<file path="src/rtl/dm_pkg.sv">
// Shared definitions for the data-memory stage: memory opcodes, access sizes,
// the IDLE/BUSY state encoding and small lane helpers used when issuing a request.
package dm_pkg;

    // Memory opcodes (instruction bits [31:26])
    localparam logic [5:0] OP_LB  = 6'h20;
    localparam logic [5:0] OP_LH  = 6'h21;
    localparam logic [5:0] OP_LW  = 6'h23;
    localparam logic [5:0] OP_LBU = 6'h24;
    localparam logic [5:0] OP_LHU = 6'h25;
    localparam logic [5:0] OP_SB  = 6'h28;
    localparam logic [5:0] OP_SH  = 6'h29;
    localparam logic [5:0] OP_SW  = 6'h2B;

    // Request FSM states
    typedef enum logic {
        ST_IDLE = 1'b0,
        ST_BUSY = 1'b1
    } dm_state_e;

    // Access width of a memory operation
    typedef enum logic [1:0] {
        SZ_BYTE = 2'd0,
        SZ_HALF = 2'd1,
        SZ_WORD = 2'd2
    } mem_size_e;

    // Any opcode that is not a byte or halfword access is treated as a word access,
    // so a stray opcode carrying MemRead/MemWrite still behaves predictably.
    function automatic mem_size_e op_size(input logic [5:0] op);
        mem_size_e sz;
        case (op)
            OP_LB, OP_LBU, OP_SB: sz = SZ_BYTE;
            OP_LH, OP_LHU, OP_SH: sz = SZ_HALF;
            default:              sz = SZ_WORD;
        endcase
        return sz;
    endfunction

    // Only LB and LH sign-extend their result.
    function automatic logic op_signed(input logic [5:0] op);
        return (op == OP_LB) || (op == OP_LH);
    endfunction

    // Byte enables for an access of the given size at the given byte offset.
    function automatic logic [3:0] lane_be(input mem_size_e sz, input logic [1:0] off);
        logic [3:0] be;
        case (sz)
            SZ_BYTE: be = 4'b0001 << off;
            SZ_HALF: be = off[1] ? 4'b1100 : 4'b0011;
            default: be = 4'b1111;
        endcase
        return be;
    endfunction

    // Store data replicated across every lane so the byte enables alone pick the target.
    function automatic logic [31:0] lane_data(input mem_size_e sz, input logic [31:0] d);
        logic [31:0] w;
        case (sz)
            SZ_BYTE: w = {4{d[7:0]}};
            SZ_HALF: w = {2{d[15:0]}};
            default: w = d;
        endcase
        return w;
    endfunction

endpackage

</file>
<file path="src/rtl/load_align.sv">
// Combinational load extraction: picks the addressed byte/halfword out of a
// little-endian read word and sign- or zero-extends it to 32 bits.
module load_align
    import dm_pkg::*;
(
    input  logic [31:0] rdata,
    input  logic [1:0]  offset,
    input  mem_size_e   size,
    input  logic        sign_ext,
    output logic [31:0] data
);

    logic [7:0]  lane [4];
    logic [7:0]  byte_sel;
    logic [15:0] half_sel;

    // Split the read word into its four byte lanes (lane 0 = least significant).
    genvar gi;
    generate
        for (gi = 0; gi < 4; gi++) begin : g_lane
            assign lane[gi] = rdata[8*gi +: 8];
        end
    endgenerate

    // Select the addressed lane(s) and extend to the full register width.
    always_comb begin
        byte_sel = lane[offset];
        half_sel = offset[1] ? rdata[31:16] : rdata[15:0];
        case (size)
            SZ_BYTE: data = {{24{sign_ext & byte_sel[7]}}, byte_sel};
            SZ_HALF: data = {{16{sign_ext & half_sel[15]}}, half_sel};
            default: data = rdata;
        endcase
    end

endmodule

</file>
<file path="src/rtl/dm_stage.sv">
// Data-memory pipeline stage: decodes the memory operation, issues a single
// registered request per access, freezes upstream until the access completes,
// and loads the DM/WB pipeline register.
module dm_stage
    import dm_pkg::*;
(
    input  logic        clk,
    input  logic        rst_n,
    input  logic [31:0] instructionDM,
    input  logic [31:0] ALUresDM,
    input  logic [31:0] DMRead2,
    input  logic        DMMemRead,
    input  logic        DMMemWrite,
    input  logic        DMMemToReg,
    input  logic        DMRegWrite,
    input  logic [4:0]  DMwriteReg,
    output logic        mem_req,
    output logic        mem_we,
    output logic [31:0] mem_addr,
    output logic [3:0]  mem_be,
    output logic [31:0] mem_wdata,
    input  logic        mem_ack,
    input  logic [31:0] mem_rdata,
    output logic        stall,
    output logic [31:0] WBinstruction,
    output logic [31:0] WBALUres,
    output logic [31:0] WBreadData,
    output logic        WBMemToReg,
    output logic        WBRegWrite,
    output logic [4:0]  WBwriteReg,
    output logic        WBmisalign
);

    // ---------------------------------------------------------------
    // Decode
    // ---------------------------------------------------------------
    logic [5:0] opcode;
    mem_size_e  op_sz;
    logic       memop;
    logic       misaligned;
    logic       aligned_memop;

    assign opcode        = instructionDM[31:26];
    assign op_sz         = op_size(opcode);
    assign memop         = DMMemRead | DMMemWrite;
    assign aligned_memop = memop & ~misaligned;

    // Halfwords need an even address, words a 4-byte aligned one; bytes never fault.
    always_comb begin
        misaligned = 1'b0;
        if (memop) begin
            case (op_sz)
                SZ_HALF: misaligned = ALUresDM[0];
                SZ_WORD: misaligned = (ALUresDM[1:0] != 2'b00);
                default: misaligned = 1'b0;
            endcase
        end
    end

    // ---------------------------------------------------------------
    // Request FSM
    // ---------------------------------------------------------------
    dm_state_e state_q, state_d;
    logic      issue;
    logic      complete;

    // State register.
    always_ff @(posedge clk or negedge rst_n) begin
        if (!rst_n) begin
            state_q <= ST_IDLE;
        end else begin
            state_q <= state_d;
        end
    end

    // Next state and stall: the issuing cycle always stalls, so every access costs at least one cycle.
    always_comb begin
        state_d  = state_q;
        stall    = 1'b0;
        issue    = 1'b0;
        complete = 1'b0;
        case (state_q)
            ST_IDLE: begin
                if (aligned_memop) begin
                    state_d = ST_BUSY;
                    stall   = 1'b1;
                    issue   = 1'b1;
                end
            end
            ST_BUSY: begin
                if (mem_ack) begin
                    state_d  = ST_IDLE;
                    complete = 1'b1;
                end else begin
                    stall = 1'b1;
                end
            end
            default: state_d = ST_IDLE;
        endcase
    end

    // ---------------------------------------------------------------
    // Request registers (held stable for the whole BUSY period)
    // ---------------------------------------------------------------
    logic        mem_req_q;
    logic        mem_we_q;
    logic [31:0] mem_addr_q;
    logic [3:0]  mem_be_q;
    logic [31:0] mem_wdata_q;
    logic        ld_q;       // access returns data to the register file
    logic [1:0]  ld_off_q;   // byte offset inside the word
    mem_size_e   ld_size_q;
    logic        ld_sign_q;

    // Capture the request on issue; drop mem_req when the acknowledge arrives.
    // A store wins over a load when both controls are set, so no load data is kept.
    always_ff @(posedge clk or negedge rst_n) begin
        if (!rst_n) begin
            mem_req_q   <= 1'b0;
            mem_we_q    <= 1'b0;
            mem_addr_q  <= '0;
            mem_be_q    <= '0;
            mem_wdata_q <= '0;
            ld_q        <= 1'b0;
            ld_off_q    <= '0;
            ld_size_q   <= SZ_WORD;
            ld_sign_q   <= 1'b0;
        end else if (issue) begin
            mem_req_q   <= 1'b1;
            mem_we_q    <= DMMemWrite;
            mem_addr_q  <= {ALUresDM[31:2], 2'b00};
            mem_be_q    <= lane_be(op_sz, ALUresDM[1:0]);
            mem_wdata_q <= lane_data(op_sz, DMRead2);
            ld_q        <= DMMemRead & ~DMMemWrite;
            ld_off_q    <= ALUresDM[1:0];
            ld_size_q   <= op_sz;
            ld_sign_q   <= op_signed(opcode);
        end else if (complete) begin
            mem_req_q   <= 1'b0;
        end
    end

    assign mem_req   = mem_req_q;
    assign mem_we    = mem_we_q;
    assign mem_addr  = mem_addr_q;
    assign mem_be    = mem_be_q;
    assign mem_wdata = mem_wdata_q;

    // ---------------------------------------------------------------
    // Load data alignment
    // ---------------------------------------------------------------
    logic [31:0] load_data;

    load_align u_load_align (
        .rdata    (mem_rdata),
        .offset   (ld_off_q),
        .size     (ld_size_q),
        .sign_ext (ld_sign_q),
        .data     (load_data)
    );

    // ---------------------------------------------------------------
    // DM/WB pipeline register
    // ---------------------------------------------------------------
    logic [31:0] wb_instr_q;
    logic [31:0] wb_alu_q;
    logic [31:0] wb_rdata_q;
    logic        wb_m2r_q;
    logic        wb_rw_q;
    logic [4:0]  wb_wreg_q;
    logic        wb_mis_q;

    // Advance when not stalled, otherwise insert a bubble; read data only changes on a completed load.
    always_ff @(posedge clk or negedge rst_n) begin
        if (!rst_n) begin
            wb_instr_q <= '0;
            wb_alu_q   <= '0;
            wb_rdata_q <= '0;
            wb_m2r_q   <= 1'b0;
            wb_rw_q    <= 1'b0;
            wb_wreg_q  <= '0;
            wb_mis_q   <= 1'b0;
        end else if (!stall) begin
            wb_instr_q <= instructionDM;
            wb_alu_q   <= ALUresDM;
            wb_m2r_q   <= DMMemToReg;
            wb_rw_q    <= DMRegWrite & ~misaligned;
            wb_wreg_q  <= DMwriteReg;
            wb_mis_q   <= misaligned;
            if (complete && ld_q) begin
                wb_rdata_q <= load_data;
            end
        end else begin
            wb_instr_q <= '0;
            wb_m2r_q   <= 1'b0;
            wb_rw_q    <= 1'b0;
            wb_mis_q   <= 1'b0;
        end
    end

    assign WBinstruction = wb_instr_q;
    assign WBALUres      = wb_alu_q;
    assign WBreadData    = wb_rdata_q;
    assign WBMemToReg    = wb_m2r_q;
    assign WBRegWrite    = wb_rw_q;
    assign WBwriteReg    = wb_wreg_q;
    assign WBmisalign    = wb_mis_q;

endmodule
</file>
<file path="config.mk">
export PLATFORM = sky130hd
export DESIGN_NAME = dm_stage
export DESIGN_NICKNAME = d
export VERILOG_FILES = /design/src/rtl/dm_pkg.sv /design/src/rtl/load_align.sv /design/src/rtl/dm_stage.sv
export SDC_FILE = /design/constraint.sdc
export NUM_CORES = 1
export LEC_CHECK = 0
export CAP_MARGIN = 20
export CORE_ASPECT_RATIO = 1.75
export CORE_UTILIZATION = 43
export CTS_CLUSTER_DIAMETER = 30
export CTS_CLUSTER_SIZE = 28
export DETAILED_ROUTE_END_ITERATION = 10
export GPL_ROUTABILITY_DRIVEN = 0
export GPL_TIMING_DRIVEN = 1
export PLACE_DENSITY = 0.87
export RECOVER_POWER = 50
export SKIP_LAST_GASP = 1
export SYNTH_ARGS = -nofsm -noshare
export SYNTH_HDL_FRONTEND = slang
export SYNTH_SLANG_ARGS = --single-unit
</file>
<file path="constraint.sdc">
create_clock -name clk -period 2.55 [get_ports clk]
set_clock_uncertainty 0.2 [all_clocks]
set_input_delay 0.51 -clock clk [delete_from_list [all_inputs] [get_ports clk]]
set_output_delay 0.51 -clock clk [all_outputs]
set_load 0.02 [all_outputs]
</file>
### Word level (Yosys, flattened, before mapping)

Cells that the tools add are included.

| storage, ports and cells | value |
|---|---|
| register bits | 179 |
| output and inout bits | 175 |

| cells by class | value |
|---|---|
| $lt $le $gt $ge | 1 |
| eq/ne operators | 9 |
| shift-type cells | 1 |
| mux-type cells | 23 |
| bitwise gates (word level) | 11 |
| reduce and logical (&&, ||, !) cells | 9 |

Operators with widths:

| kind | number |
|---|---|
| 32-bit case mux with 2 select lines | 2 |
| 6-bit == test (second input constant) | 6 |
| 32-bit two-way mux | 1 |
| 8-bit binary-select mux with 2-bit select | 1 |
| 16-bit two-way mux | 1 |
| 8-bit two-way mux | 2 |
| 1-bit two-way mux | 11 |
| 4-bit case mux with 2 select lines | 1 |
| 3-bit OR reduction | 2 |
| 1-bit bitwise AND | 5 |
| 2-bit by 1-bit == test with 1-bit output (second input constant) | 2 |
| 2-bit zero test | 2 |
| 4-bit two-way mux | 1 |
| 1-bit NOT | 4 |
| 1-bit case mux with 2 select lines | 2 |
| 2-bit case mux with 2 select lines | 1 |
| 2-bit nonzero test | 2 |
| 1-bit by 2-bit left shift with 4-bit output (first input constant) | 1 |
| 3-bit >= comparator (second input constant) | 1 |
| 2-bit NOT with 3-bit output | 1 |
| 2-bit == test (second input constant) | 1 |
| 2-bit AND reduction | 1 |
| 1-bit logical AND | 1 |
| 1-bit logical OR | 1 |
| 1-bit OR | 1 |

### Logic depth before layout (Yosys ltp)

| logic depth | value |
|---|---|
| word-level depth | 12 |
| mapped depth | 6 |
| gate-level depth less buffers | 4 |

### By module

A second synthesis with hierarchy kept.

| second synthesis, totals | value |
|---|---|
| cells, all modules | 556 |
| area total of the unflattened synthesis | 7773.7 um^2 |

Modules (own cells, without submodules):

| module | times used | cells each | area each (um^2) | sequential area each (um^2) |
|---|---|---|---|---|
| dm_stage | 1 | 463 | 7066.8 | 4480.5 |
| load_align | 1 | 93 | 706.9 | 0.0 |

### Least setup slack after synthesis

OpenSTA, ideal clock, no wires.

| timing | value |
|---|---|
| kind | input-to-output |
| start point | in instructionDM[27] |
| end point | out stall |
| arrival | 1.919 ns |
| required time | 1.840 ns |
| setup slack | -0.079 ns |
| stages | 6 |
| path buffers | 2 |
| path through | or3b_4 a211o_4 o21a_1 buf_2 clkbuf_1 inv_1 |

| on the way | value |
|---|---|
| longest elaborated chain between the ends | 10 |

RTL lines:

| item | RTL line | text |
|---|---|---|
| start: declaration | dm_stage.sv:9 | `input logic [31:0] instructionDM,` |
| 6-bit == test | dm_pkg.sv:32 | `case (op)` |
| 3-bit OR reduction | dm_pkg.sv:32 |  |
| 2-bit case mux with 2 select lines * | dm_pkg.sv:32 |  |
| 2-bit == test / 2-bit by 1-bit == test with 1-bit output (equally long branches) | dm_stage.sv:52 | `case (op_sz)` |
| 1-bit case mux with 2 select lines * | dm_stage.sv:52 |  |
| 1-bit two-way mux * | dm_stage.sv:51 | `if (memop) begin` |
| 1-bit NOT * | dm_stage.sv:46 | `assign aligned_memop = memop & ~misaligned;` |
| 1-bit bitwise AND * | dm_stage.sv:46 |  |
| 1-bit two-way mux * | dm_stage.sv:84 | `if (aligned_memop) begin` |
| 1-bit case mux with 2 select lines * | dm_stage.sv:82 | `case (state_q)` |
| end: declaration | dm_stage.sv:24 | `output logic stall,` |

Every way passes the cells marked *; elsewhere a longest branch is shown, timed or not.

### Worst setup path in the final report

| timing | value |
|---|---|
| start point | in DMMemRead |
| end point | out stall |

| on the way | value |
|---|---|
| longest elaborated chain between the ends | 6 |

RTL lines:

| item | RTL line | text |
|---|---|---|
| start: declaration | dm_stage.sv:12 | `input logic DMMemRead,` |
| 1-bit OR * | dm_stage.sv:45 | `assign memop = DMMemRead \| DMMemWrite;` |
| 1-bit two-way mux | dm_stage.sv:51 |  |
| 1-bit NOT | dm_stage.sv:46 |  |
| 1-bit bitwise AND * | dm_stage.sv:46 |  |
| 1-bit two-way mux * | dm_stage.sv:84 |  |
| 1-bit case mux with 2 select lines * | dm_stage.sv:82 |  |

Marks and branches as above.

==> flow_summary_export.csv <==
group,metric,value,unit
synthesis,postSynthAreaPerCell,13.0,um2
detailed_routing,detail_route.wirelength,22800,um
detailed_routing,met2RoutedLength,12200,um
finish,multiInputGateArea,2760,um2
timing,period_share,0.982,
grt,grt_max_degree,73,
floorplan,chipHeight,176,um
timing,drv_slew,0,
finish,nFillCells,1238,
synthesis,async_reset_ff_frac,1.00,
grt,first_pass_grt_wire_length,34400,um
finish,layout-area-overhead-vs-synth,55.7,%
clocking,path_clk_slew,0.06,ns
clocking,clk_latency,0.43,ns
run_status,status,"finished, final reports clean",
finish,layout.cells.most_common_list,"sky130_fd_sc_hd__clkdlybuf4s50_1, sky130_fd_sc_hd__dfrtp_1, sky130_fd_sc_hd__mux2_2",
finish,layout.area.seq,4480,um2
place,dpl_worst_slack,-0.498,ns
floorplan,count_of_pins_on_the_block_boundary,315,
place,placed_area,11000,um2
pwr,powerDensity,923,nW/um2
setup_path,timing.critical_path.arrival,1.79,ns
setup_path,worst_setup_path_class,"input port to primary output",
setup_path,slowest_delay,0.53,ns
detailed_routing,wl_met1,7630,um
detailed_routing,vias,6018,
place,port_buf_inserts,312,
synthesis,synth_area_leaders,"sky130_fd_sc_hd__dfrtp_1, sky130_fd_sc_hd__mux2_2, sky130_fd_sc_hd__and2_1, sky130_fd_sc_hd__a21oi_1, sky130_fd_sc_hd__a221o_1",
synthesis,combined_area_of_all_synthesized_cells,7450,um2
synthesis,synth_cells,574,
synthesis,ys_warn_count,0,
finish,antenna_cells,0,
pwr,leakagePower,4.94,nW
detailed_routing,dr.max_layer_used,"met4",
detailed_routing,detailroute.wirelength.met3,1770,um
flow_run,maxCapViolations,0,
synthesis,synthDistinctLibCells,44,
synthesis,sequential_fraction_of_the_synthesis_area,0.602,
grt,vias_in_the_first_global_route,6364,
floorplan,core_region_area,16900,um2
timing,finalHoldViolCount,0,
clocking,cts_buffers,17,
setup_path,family_with_the_most_delay_on_the_worst_path,"buffers and inverters",
finish,leading_cell_type_in_the_layout_fill_and_taps_excluded,"sky130_fd_sc_hd__clkdlybuf4s50_1",
synthesis,yosys-mux-area-fraction,0.175,
synthesis,synth_compound_gate_area_share,0.0905,
setup_path,timing.critical_path.required,1.84,ns
hold_path,hold_path.class,"input port to flop",
setup_path,cp.buffers_inverters,3,
synthesis,synth_top_family_by_area,"multiplexers",
clocking,tritoncts_clock_tree,"done",
clocking,cts_sinks,179,
timing,endpoints_failing_setup,0,
finish,post_route_cells_drive_above_1_share,0.207,
floorplan,die_width,101,um
finish,layout.nets,1051,
timing,setup_repair_after_global_routing_missed_its_margin,"false",
synthesis,ys_dominant_reg_cell,"sky130_fd_sc_hd__dfrtp_1",
finish,final_area,11600,um2
synthesis,synth.ff_latch_count,179,
floorplan,design.die.area,17900,um2
synthesis,yosysTopAreaCellShare,0.598,
detailed_routing,drcViolationCount,0,
grt,global_route.usage.total,0.260,
detailed_routing,via_per_inst,5.23,
clocking,cts-root-buf,"sky130_fd_sc_hd__clkbuf_16",
grt,globalRouteOverflowTotal,0,
setup_path,endpoint_kind,"primary output",
setup_path,worstSetupStartpointType,"input port",
timing,worst_setup_slack_final,0.0464,ns
setup_path,crit_fanout,2,
pwr,vdd_drop_max,0.557,mV
synthesis,synth-edff-count,0,
timing,measured_slew_at_the_worst_slew_check_pin,0.916,ns
timing,timing.final.crit_period,2.50,ns
place,hpwlAfterDp,17000,um
timing,max_freq,399,MHz
synthesis,synth_fa_ha_area_frac,0,
detailed_routing,drt_first_pass_iters,5,
finish,post_layout_nonfiller_instances,1151,
detailed_routing,post_drt_wl_per_cell,19.8,um
detailed_routing,drt.antenna.violating_nets,0,
synthesis,post_synth_and_or_nand_nor_area_fraction,0.101,
grt,grt_antenna_before_repair,0,
clocking,cts.path.max_buffers,2,
pwr,report.power.total,10.7,mW
timing,max-slew-margin-rel,0.389,
detailed_routing,iter_0_drt_violations,246,
setup_path,critical_path.cell_chain,"clkdlybuf4s50_1, o21bai_2, a211o_4, o21a_4, inv_4, buf_6",
clocking,cts.htree.levels,4,
synthesis,synth.largest_area_cell,"sky130_fd_sc_hd__dfrtp_1",
setup_path,slowest_stage,"sky130_fd_sc_hd__clkdlybuf4s50_1",
place,place_inst,1115,
synthesis,synth-xor-area-share,0,
floorplan,std_cell_rows,63,
floorplan,floorplan.initialDensity,0.439,
## cell usage after synthesis (2+ instances only)
master / instances
sky130_fd_sc_hd__dfrtp_1: 178
sky130_fd_sc_hd__mux2_2: 97
sky130_fd_sc_hd__a21oi_1: 49
sky130_fd_sc_hd__and2_1: 41
sky130_fd_sc_hd__nor2_1: 36
sky130_fd_sc_hd__nand2_1: 30
sky130_fd_sc_hd__clkbuf_1: 22
sky130_fd_sc_hd__a221o_1: 16
sky130_fd_sc_hd__nand2b_1: 10
sky130_fd_sc_hd__a22o_1: 8
sky130_fd_sc_hd__buf_6: 8
sky130_fd_sc_hd__nand3b_1: 8
sky130_fd_sc_hd__a22oi_1: 7
sky130_fd_sc_hd__mux4_2: 7
sky130_fd_sc_hd__buf_2: 5
sky130_fd_sc_hd__inv_1: 5
sky130_fd_sc_hd__mux2i_1: 5
sky130_fd_sc_hd__o21ai_0: 4
sky130_fd_sc_hd__a21o_1: 3
sky130_fd_sc_hd__o22ai_1: 3
sky130_fd_sc_hd__a31oi_1: 2
sky130_fd_sc_hd__and3_1: 2
sky130_fd_sc_hd__buf_4: 2
sky130_fd_sc_hd__nor2b_1: 2
sky130_fd_sc_hd__nor3_1: 2
sky130_fd_sc_hd__nor3b_1: 2
sky130_fd_sc_hd__o21a_1: 2
sky130_fd_sc_hd__or3b_2: 2
## worst reg2reg max path, stage by stage (launching register included)
cell and delay (ns):
sky130_fd_sc_hd__dfrtp_1 0.42, sky130_fd_sc_hd__o21bai_2 0.23, sky130_fd_sc_hd__a211o_4 0.29, sky130_fd_sc_hd__buf_4 0.14, sky130_fd_sc_hd__or2_4 0.28, sky130_fd_sc_hd__clkbuf_2 0.32, sky130_fd_sc_hd__mux2_2 0.38
## final cells by class
type | count | area share
flip-flops and latches | 179 | 0.386
multi-input cells | 353 | 0.238
clock inverters | 13 | 0.0130
inverters | 5 | 0.00183
well taps | 227 | 0.0245
repair buffers | 355 | 0.297
clock buffers | 19 | 0.0391
## power by group
part,internal [mW],switching (mW)
sequential,3.56,0.404
clock,1.51,1.15
combinational,2.04,2.03
## registers in the layout, summed over array words and instances (netlist names)
| register | cells |
|---|---|
| WBALUres | 32 |
| WBMemToReg | 1 |
| WBRegWrite | 1 |
| WBinstruction | 32 |
| WBmisalign | 1 |
| WBreadData | 32 |
| WBwriteReg | 5 |
| ld_off_q | 2 |
| ld_q | 1 |
| ld_sign_q | 1 |
| ld_size_q | 2 |
| mem_addr | 30 |
| mem_be | 4 |
| mem_req | 1 |
| mem_wdata | 32 |
| mem_we | 1 |
| state_q | 1 |
## through the flow
stage | hold slack [ns] | setup TNS [ns] | utilization
after floorplan | 0.0144 | 0 | -
after detailed placement | 0.235 | -52.76 | 0.649
final | 0.219 | 0 | 0.684
after CTS | 0.206 | 0 | 0.688
after global placement | 0.234 | -51.25 | 0.649
after global routing | 0.233 | 0 | 0.684
## metal layers
layer,GRT usage,vias to the layer above
li1,-,2688
met2,0.461,309
met1,0.270,2949
met4,0.153,0
met5,0,-
met3,0.0701,72
## final timing paths
check	from	end	slack, ns	cells after the start
worst max-delay path	DMMemRead	stall	0.05	6
max in group asynchronous	rst_n	mem_wdata[25]$_DFFE_PN0P_	0.34	3
min in group asynchronous	rst_n	WBreadData[20]$_DFFE_PN0P_	0.56	2
worst min-delay path	instructionDM[31]	WBinstruction[31]$_DFF_PN0_	0.22	2
worst min register to register	mem_req$_DFFE_PN0P_	mem_req$_DFFE_PN0P_	0.30	2
worst max register to register	state_q$_DFF_PN0_	mem_we$_DFFE_PN0P_	0.19	6
## cell families after synthesis
group,count (synthesis)
mux,109
simple gates,142
other cells,1
flops,179
compound gates,100
buf+inv,43
## what timing repair did
item | CTS | global route
endpoints found under the hold margin | 33 | 0
resized for setup | 19 | 0
endpoints found under the setup margin | 52 | 1
pin swaps | 3 | 2
buffers inserted | 3 | 0
hold buffers | 1 | 0
Power figures use the tool's default switching activity.
